===== src/rtl/cf_uart_pkg.sv =====
// Shared types and constants for the CF_UART transmit-side blocks.
// The forced-release timeout is built only when CF_UART_ARB_TIMEOUT_EN is defined.
package cf_uart_pkg;

  typedef enum logic {
    ST_IDLE = 1'b0,
    ST_XFER = 1'b1
  } state_t;

  localparam int DEFAULT_TIMEOUT = 1024;

endpackage


===== src/rtl/cf_rr_pick.sv =====
// Combinational rotate-priority picker: first set bit of req scanning last+1, last+2, ... modulo N.
// Shared by the CF arbiters; carries no state of its own.
module cf_rr_pick #(
  parameter int N  = 4,
  parameter int IW = (N > 1) ? $clog2(N) : 1
) (
  input  logic [N-1:0]  req,
  input  logic [IW-1:0] last,
  output logic          any,
  output logic [IW-1:0] idx
);

  logic [IW-1:0] cand;

  // Walk from the farthest slot back to last+1 so the nearest requester wins.
  always_comb begin
    any  = 1'b0;
    idx  = '0;
    cand = '0;
    for (int k = N; k >= 1; k--) begin
      cand = IW'((int'(last) + k) % N);
      if (req[cand]) begin
        any = 1'b1;
        idx = cand;
      end
    end
  end

endmodule


===== src/rtl/cf_uart_tx_arb.sv =====
// Packet-atomic round-robin arbiter feeding one UART TX FIFO from NREQ byte streams.
// Optional mid-packet idle timeout is enabled with the CF_UART_ARB_TIMEOUT_EN macro.
module cf_uart_tx_arb
  import cf_uart_pkg::*;
#(
  parameter int NREQ    = 4,
  parameter int CNTW    = 16,
  parameter int TIMEOUT = DEFAULT_TIMEOUT
) (
  input  logic              HCLK,
  input  logic              HRESETn,
  input  logic              en,
  input  logic [NREQ-1:0]   req_valid,
  input  logic [8*NREQ-1:0] req_data,
  input  logic [NREQ-1:0]   req_last,
  output logic [NREQ-1:0]   req_ready,
  output logic [7:0]        fifo_wdata,
  output logic              fifo_wr,
  input  logic              fifo_full,
  output logic              busy,
  output logic [2:0]        grant_id,
  output logic [CNTW-1:0]   tx_count,
  output logic              timeout_o
);

  localparam int IW = $clog2(NREQ);

  state_t          state_reg, state_next;
  logic [IW-1:0]   grant_reg, grant_next;
  logic [IW-1:0]   rr_ptr_reg, rr_ptr_next;
  logic [CNTW-1:0] tx_count_reg;
  logic            pick_any;
  logic [IW-1:0]   pick_idx;
  logic [7:0]      lane [NREQ];
  logic            valid_g, last_g, beat, to_hit;

  if (TIMEOUT < 1) begin : g_bad_timeout
    $error("cf_uart_tx_arb: TIMEOUT must be at least 1");
  end

  for (genvar gi = 0; gi < NREQ; gi++) begin : g_lane
    assign lane[gi] = req_data[gi*8 +: 8];
  end

  cf_rr_pick #(.N(NREQ), .IW(IW)) u_pick (
    .req  (req_valid),
    .last (rr_ptr_reg),
    .any  (pick_any),
    .idx  (pick_idx)
  );

  // Data path is a pure pass-through of the granted lane while a packet is open.
  assign busy       = (state_reg == ST_XFER);
  assign valid_g    = req_valid[grant_reg];
  assign last_g     = req_last[grant_reg];
  assign beat       = busy & valid_g & ~fifo_full;
  assign fifo_wr    = beat;
  assign fifo_wdata = busy ? lane[grant_reg] : 8'h00;
  assign grant_id   = 3'(grant_reg);
  assign tx_count   = tx_count_reg;

  always_comb begin
    req_ready = '0;
    if (busy && !fifo_full) req_ready[grant_reg] = 1'b1;
  end

  always_comb begin
    state_next  = state_reg;
    grant_next  = grant_reg;
    rr_ptr_next = rr_ptr_reg;
    case (state_reg)
      ST_IDLE: begin
        if (en && pick_any) begin
          state_next = ST_XFER;
          grant_next = pick_idx;
        end
      end
      ST_XFER: begin
        if ((beat && last_g) || to_hit) begin
          state_next  = ST_IDLE;
          rr_ptr_next = grant_reg;
        end
      end
    endcase
  end

  always_ff @(posedge HCLK or negedge HRESETn) begin
    if (!HRESETn) begin
      state_reg    <= ST_IDLE;
      grant_reg    <= '0;
      rr_ptr_reg   <= IW'(NREQ - 1);
      tx_count_reg <= '0;
    end else begin
      state_reg  <= state_next;
      grant_reg  <= grant_next;
      rr_ptr_reg <= rr_ptr_next;
      if (beat) tx_count_reg <= tx_count_reg + CNTW'(1);
    end
  end

`ifdef CF_UART_ARB_TIMEOUT_EN
  localparam int TW = $clog2(TIMEOUT + 1);

  logic [TW-1:0] to_cnt_reg, to_cnt_next;
  logic          timeout_reg;

  // Only cycles where the grantee has nothing to offer count; FIFO stalls do not.
  assign to_hit    = busy && !valid_g && (to_cnt_reg == TW'(TIMEOUT - 1));
  assign timeout_o = timeout_reg;

  always_comb begin
    to_cnt_next = to_cnt_reg;
    if (!busy || beat || to_hit) to_cnt_next = '0;
    else if (!valid_g)           to_cnt_next = to_cnt_reg + TW'(1);
  end

  always_ff @(posedge HCLK or negedge HRESETn) begin
    if (!HRESETn) begin
      to_cnt_reg  <= '0;
      timeout_reg <= 1'b0;
    end else begin
      to_cnt_reg  <= to_cnt_next;
      timeout_reg <= to_hit;
    end
  end
`else
  assign to_hit    = 1'b0;
  assign timeout_o = 1'b0;
`endif

endmodule


===== config.mk =====
export PLATFORM = sky130hd
export DESIGN_NAME = cf_uart_tx_arb
export DESIGN_NICKNAME = d
export VERILOG_FILES = /design/src/rtl/cf_uart_pkg.sv /design/src/rtl/cf_rr_pick.sv /design/src/rtl/cf_uart_tx_arb.sv
export SDC_FILE = /design/constraint.sdc
export NUM_CORES = 1
export LEC_CHECK = 0
export CELL_PAD_IN_SITES_DETAIL_PLACEMENT = 1
export CELL_PAD_IN_SITES_GLOBAL_PLACEMENT = 2
export CORE_ASPECT_RATIO = 1.5
export CORE_MARGIN = 2
export CORE_UTILIZATION = 22
export DETAILED_ROUTE_END_ITERATION = 7
export GPL_ROUTABILITY_DRIVEN = 0
export GPL_TIMING_DRIVEN = 0
export HOLD_SLACK_MARGIN = 0.15
export PLACE_DENSITY_LB_ADDON = 0.25
export SYNTH_ARGS = -nofsm -noshare
export SYNTH_HDL_FRONTEND = slang
export SYNTH_HIERARCHICAL = 1
export SYNTH_SLANG_ARGS = --single-unit

===== constraint.sdc =====
create_clock -name HCLK -period 2.2 [get_ports HCLK]
set_input_delay 0.33 -clock HCLK [delete_from_list [all_inputs] [get_ports HCLK]]
set_output_delay 0.33 -clock HCLK [all_outputs]
set_load 0.1 [all_outputs]

==> results of run 1 <==
-- worst max-delay path: stages, from the launching register on --
cell and delay, ns:
dfrtp_4 0.49, buf_8 0.15, or3b_4 0.45, o22ai_4 0.16, buf_8 0.15, buf_12 0.17
-- cell families (layout without fill, tap and decap cells) --
group / Yosys count / after routing / share of synthesized area
adders and majority gates: 1 / 1 / 0.00882
buffers and inverters: 15 / 100 / 0.0573
and+or+nand+nor: 50 / 50 / 0.205
muxes: 17 / 17 / 0.212
DFF: 21 / 21 / 0.372
AOI/OAI and AO/OA: 7 / 7 / 0.0494
xor gates and xnor gates: 15 / 15 / 0.0926
other: 1 / 2 / 0.00264
-- repair_timing --
item / in CTS / in global routing
setup buffers: 1 / 4
gates cloned: 0 / 1
pin swaps: 1 / 0
setup endpoints to repair: 19 / 16
gates resized for setup: 91 / 27
-- worst max-delay path by stage --
| stage | start | end | slack, ns | cells after the start |
|---|---|---|---|---|
| 4_1_cts | grant_reg[0]$_DFFE_PN0P_ | fifo_wdata[5] | -0.03 | 5 |
| 5_1_grt | busy$_DFF_PN0_ | fifo_wr | -0.04 | 5 |
| 2_1_floorplan | grant_reg[0]$_DFFE_PN0P_ | fifo_wdata[1] | -0.01 | 4 |
| 3_3_place_gp | busy$_DFF_PN0_ | fifo_wr | -1.04 | 5 |
| 6_report | grant_reg[0]$_DFFE_PN0P_ | fifo_wr | 0.03 | 5 |
| 3_5_place_dp | fifo_full | fifo_wr | -1.06 | 5 |
-- power by group --
part / internal (mW) / switching [mW]
Sequential: 0.504 / 0.106
Clock: 0.126 / 0.122
Combinational: 1.02 / 1.89
-- final cells by class --
class / instances / area, um^2 / share of cell area
clock buffer: 3 / 41.3 / 0.0165
inverter: 6 / 22.5 / 0.00901
tap: 74 / 92.6 / 0.0370
multi-input combinational: 92 / 858 / 0.343
timing repair buffer: 81 / 857 / 0.343
sequential: 21 / 537 / 0.215
buffer: 9 / 86.3 / 0.0345
clock inverter: 1 / 5.00 / 0.00200
-- layer usage --
metal  global-route usage  part of all wire  vias to the layer above
met1                0.153              0.38                      659
li1                     -                 -                      620
met3               0.0345             0.073                        4
met4               0.0362            0.0077                        0
met2                0.272              0.54                       69
met5                    0                 0                        -
-- cells in the final DEF (no fill, tap or decap), types with 5 or more instances in the layout --
cell type        Yosys  layout
and2_4               0       6
clkdlybuf4s50_1      0      51
dlygate4sd2_1        0       5
buf_12               0       6
nand4_1              6       6
inv_1                6       6
buf_4                2      11
xnor2_1             14      14
nand2_1              7       7
nand3_1              7       7
mux2_2               5       5
dfrtp_1             19      16
mux4_2               6       6
dlymetal6s2s_1       0       6
-- stage by stage --
stage,power [mW],TNS (ns),utilization,setup WS [ns],std cells
after floorplan,2.65,-0.0547,-,-0.0137,128
after global placement,3.23,-8.03,0.376,-1.04,277
after detailed placement,3.27,-8.30,0.376,-1.06,277
after CTS,3.56,-0.0929,0.383,-0.0308,282
after global routing,3.93,-0.0527,0.405,-0.0449,287
final,3.77,0,0.405,0.0350,287
==> results.json, run 1 <==
{
  "grt_max_degree": 22,
  "core_mm2": 0.00617,
  "final-setup-viol-count": 0,
  "largest_reg_flops": 16,
  "min_path_cells": 1,
  "start_util": 0.230,
  "slew_headroom": 0.345,
  "worst-r2r-setup-slack_ns": 0.28,
  "reg2reg_depth": 5,
  "synthTopCellsByArea": "dfrtp_1 (34%), mux4_2 (9.5%), xnor2_1 (8.6%), mux4_1 (5.6%), and2_1 (4.0%)",
  "hp-start": "tx_count[15]$_DFFE_PN0P_",
  "postRouteAntennaNets": 0,
  "htree_levels": 1,
  "diodes": 0,
  "area_growth_pct": 76.2,
  "yosysTopAreaCellShare": 0.335,
  "yosys.area.top_type": "dfrtp_1",
  "period_needed_ns": 2.17,
  "worst_slew_pin_slew_ns": 0.981,
  "dr.pass1.iters": 2,
  "post_drt_via_cell_ratio": 4.71,
  "ys_ff_latch": 21,
  "powerDensity_mw_per_mm2": 1510,
  "start_kind": "flop",
  "yosys_warnings": 6,
  "skew_ns": 0.00228,
  "die_w_um": 69.6,
  "grt_pass1_wl_um": 8020,
  "numCtsBuffers": 3,
  "async_reset_ff_frac": 1.00,
  "fp.dieH_um": 102,
  "dp_hpwl_um": 3850,
  "drc": 0,
  "path_class": "flop to output port",
  "fmax_mhz": 462,
  "totalWireLength_um": 4940,
  "synth-edff-count": 0,
  "r2r-start": "grant_reg[0]$_DFFE_PN0P_",
  "cts_hold_buf": 0,
  "cts_num_sinks": 21,
  "synth-main-ff-cell": "dfrtp_1",
  "cts_tree": "done",
  "clk_pin_slew_worst_paths_ns": 0.07,
  "r2r_end": "tx_count[1]$_DFFE_PN0P_",
  "root_buffer": "clkbuf_8",
  "synthesis.area_mm2": 0.00142,
  "fp-row-count": 35,
  "routedWlPerCell_um": 17.2,
  "post-route-period-util": 0.984,
  "cts_buffer_depth": 2,
  "syn_area_per_cell_um2": 11.2,
  "place.port_buffers": 75,
  "finalHoldViolCount": 0,
  "slew_violations": 0,
  "antenna_found_initial": 0,
  "cap_violations": 0,
  "syn_inst": 127,
  "num_vias": 1352,
  "status": "finished clean",
  "synth-seq-area-share": 0.372,
  "dieArea_mm2": 0.00712,
  "fillCellCount": 682,
  "placed_area_mm2": 0.00232,
  "crit_required_ns": 1.87,
  "path_max_fanout": 7,
  "nets": 259,
  "min_to": "tx_count[15]$_DFFE_PN0P_",
  "p_leak_nw": 1.15,
  "worstPathArrival_ns": 1.84,
  "grt_pass1_vias": 1575,
  "post-synth-top-count-cell": "dfrtp_1",
  "clock_latency_ns": 0.26,
  "gr-total-overflow": 0,
  "drtIter0Drc": 14,
  "grt_setup_unrepaired": "true",
  "stdcell_area_mm2": 0.00250,
  "min_path_type": "flop to flop",
  "synth.distinct_cells": 35,
  "cp-end-kind": "output port",
  "track_usage": 0.141,
  "boundaryPins": 78,
  "hold_slack_ns": 0.481,
  "drive_gt1_frac": 0.296,
  "peakVddDrop_mv": 0.933,
  "synth_commonest_cells": "dfrtp_1 (19), xnor2_1 (14), and2_1 (9)"
}
Note: power is estimated with default switching activity, not from simulation.
==> inputs of run 2 (changes only) <==
PLACE_DENSITY_LB_ADDON = 0.1   (was 0.25)
==> results.json, run 2 (synthesis results as in run 1) <==
{
  "cts_tree": "done",
  "totalWireLength_um": 4770,
  "fp-row-count": 35,
  "root_buffer": "clkbuf_8",
  "path_max_fanout": 3,
  "post-route-util": 0.401,
  "dp_hpwl_um": 3700,
  "track_usage": 0.141,
  "core_mm2": 0.00617,
  "start_kind": "flop",
  "fillCellCount": 680,
  "grt_max_degree": 22,
  "grt_setup_unrepaired": "true",
  "cap_violations": 0,
  "drc": 0,
  "final-setup-viol-count": 0,
  "die_w_um": 69.6,
  "min_path_type": "flop to flop",
  "status": "finished clean",
  "antenna_found_initial": 0,
  "dieArea_mm2": 0.00712,
  "drive_gt1_frac": 0.294,
  "gr-total-overflow": 0,
  "r2r_end": "tx_count[1]$_DFFE_PN0P_",
  "slew_violations": 0,
  "place.port_buffers": 75,
  "routedWlPerCell_um": 16.6,
  "fp.dieH_um": 102,
  "peakVddDrop_mv": 0.823,
  "drtIter0Drc": 9,
  "placed_area_mm2": 0.00232,
  "dr.pass1.iters": 4,
  "min_to": "tx_count[15]$_DFFE_PN0P_",
  "grt_pass1_vias": 1528,
  "area_growth_pct": 74.5,
  "cp_slowest_cell": "clkdlybuf4s50_1",
  "largest_reg_flops": 16,
  "post-route-period-util": 0.979,
  "final.setup.tns_ns": 0,
  "stdcell_area_mm2": 0.00248,
  "worst_slew_pin_slew_ns": 1.01,
  "crit_buf_inv": 1,
  "finalHoldViolCount": 0,
  "htree_levels": 1,
  "clock_latency_ns": 0.26,
  "powerDensity_mw_per_mm2": 1490,
  "power_mw": 3.69,
  "worst-r2r-setup-slack_ns": 0.30,
  "boundaryPins": 78,
  "min_path_cells": 1,
  "start_util": 0.230,
  "path_class": "flop to output port",
  "post_drt_via_cell_ratio": 4.65,
  "postRouteAntennaNets": 0,
  "skew_ns": 0.00665,
  "worstPathArrival_ns": 1.82,
  "diodes": 0,
  "cts_num_sinks": 21,
  "layout_common_cells": "clkdlybuf4s50_1 (51), dfrtp_1 (16), xnor2_1 (14), buf_4 (12), dlymetal6s2s_1 (8)",
  "nets": 260,
  "slew_headroom": 0.322,
  "period_needed_ns": 2.15,
  "p_leak_nw": 1.15,
  "hold_slack_ns": 0.483,
  "num_vias": 1340,
  "hp-start": "tx_count[15]$_DFFE_PN0P_",
  "cp-end-kind": "output port",
  "clk_pin_slew_worst_paths_ns": 0.08,
  "critPathTopFamily": "buffers and inverters",
  "final_common_cell": "clkdlybuf4s50_1",
  "grt_pass1_wl_um": 8030,
  "cts_hold_buf": 0,
  "crit_chain": "clkdlybuf4s50_1",
  "cts_buffer_depth": 2,
  "crit_required_ns": 1.87,
  "cpPeakStageDelay_ns": 1.14,
  "numCtsBuffers": 3,
  "reg2reg_depth": 5,
  "fmax_mhz": 464,
  "r2r-start": "grant_reg[0]$_DFFE_PN0P_"
}
[run 2: area by class of cell]
class | count | area, um^2 | area share
sequential | 21 | 537 | 0.217
timing repair buffer | 82 | 837 | 0.338
inverter | 6 | 22.5 | 0.00910
multi-input combinational | 92 | 856 | 0.346
buffer | 9 | 86.3 | 0.0349
tap | 74 | 92.6 | 0.0374
clock buffer | 4 | 45.0 | 0.0182
[run 2: routing by layer]
layer | vias up | global-route usage | wire, um
li1 | 621 | - | -
met1 | 655 | 0.165 | 1830
met2 | 62 | 0.267 | 2620
met3 | 2 | 0.0276 | 292
met4 | 0 | 0.0317 | 27
met5 | - | 0 | 0
[run 2: timing repair]
item	CTS	global route
buffers inserted	2	5
endpoints found under the setup margin	23	18
pin swaps	3	0
resized for setup	90	20
[run 2: how the worst max path moves through the flow]
stage,startpoint,to,slack [ns],cells after the start
finish,busy$_DFF_PN0_,busy,0.05,1
global route,grant_reg[0]$_DFFE_PN0P_,fifo_wr,-0.01,5
CTS,grant_reg[0]$_DFFE_PN0P_,fifo_wr,-0.005,5
detailed placement,busy$_DFF_PN0_,fifo_wr,-1.11,5
global placement,fifo_full,fifo_wr,-1.06,5
floorplan,grant_reg[0]$_DFFE_PN0P_,fifo_wdata[1],-0.01,4
[run 2: report_power, final]
part	switching (mW)	leakage (nW)	internal, mW
combinational	1.88	0.863	0.949
clock	0.128	0.0228	0.129
sequential	0.102	0.268	0.504
[run 2: worst register-to-register path, cell delays in order, from the launching register on]
cell and delay [ns]:
dfrtp_4 0.48, buf_8 0.14, or3b_4 0.43, o22ai_4 0.17, buf_4 0.21, mux2_2 0.35
[run 2: stage by stage]
| step | setup slack, ns | std cells |
|---|---|---|
| after floorplan | -0.0137 | 128 |
| after global placement | -1.06 | 277 |
| after detailed placement | -1.11 | 277 |
| after CTS | -0.00542 | 283 |
| after global routing | -0.00951 | 288 |
| final | 0.0459 | 288 |
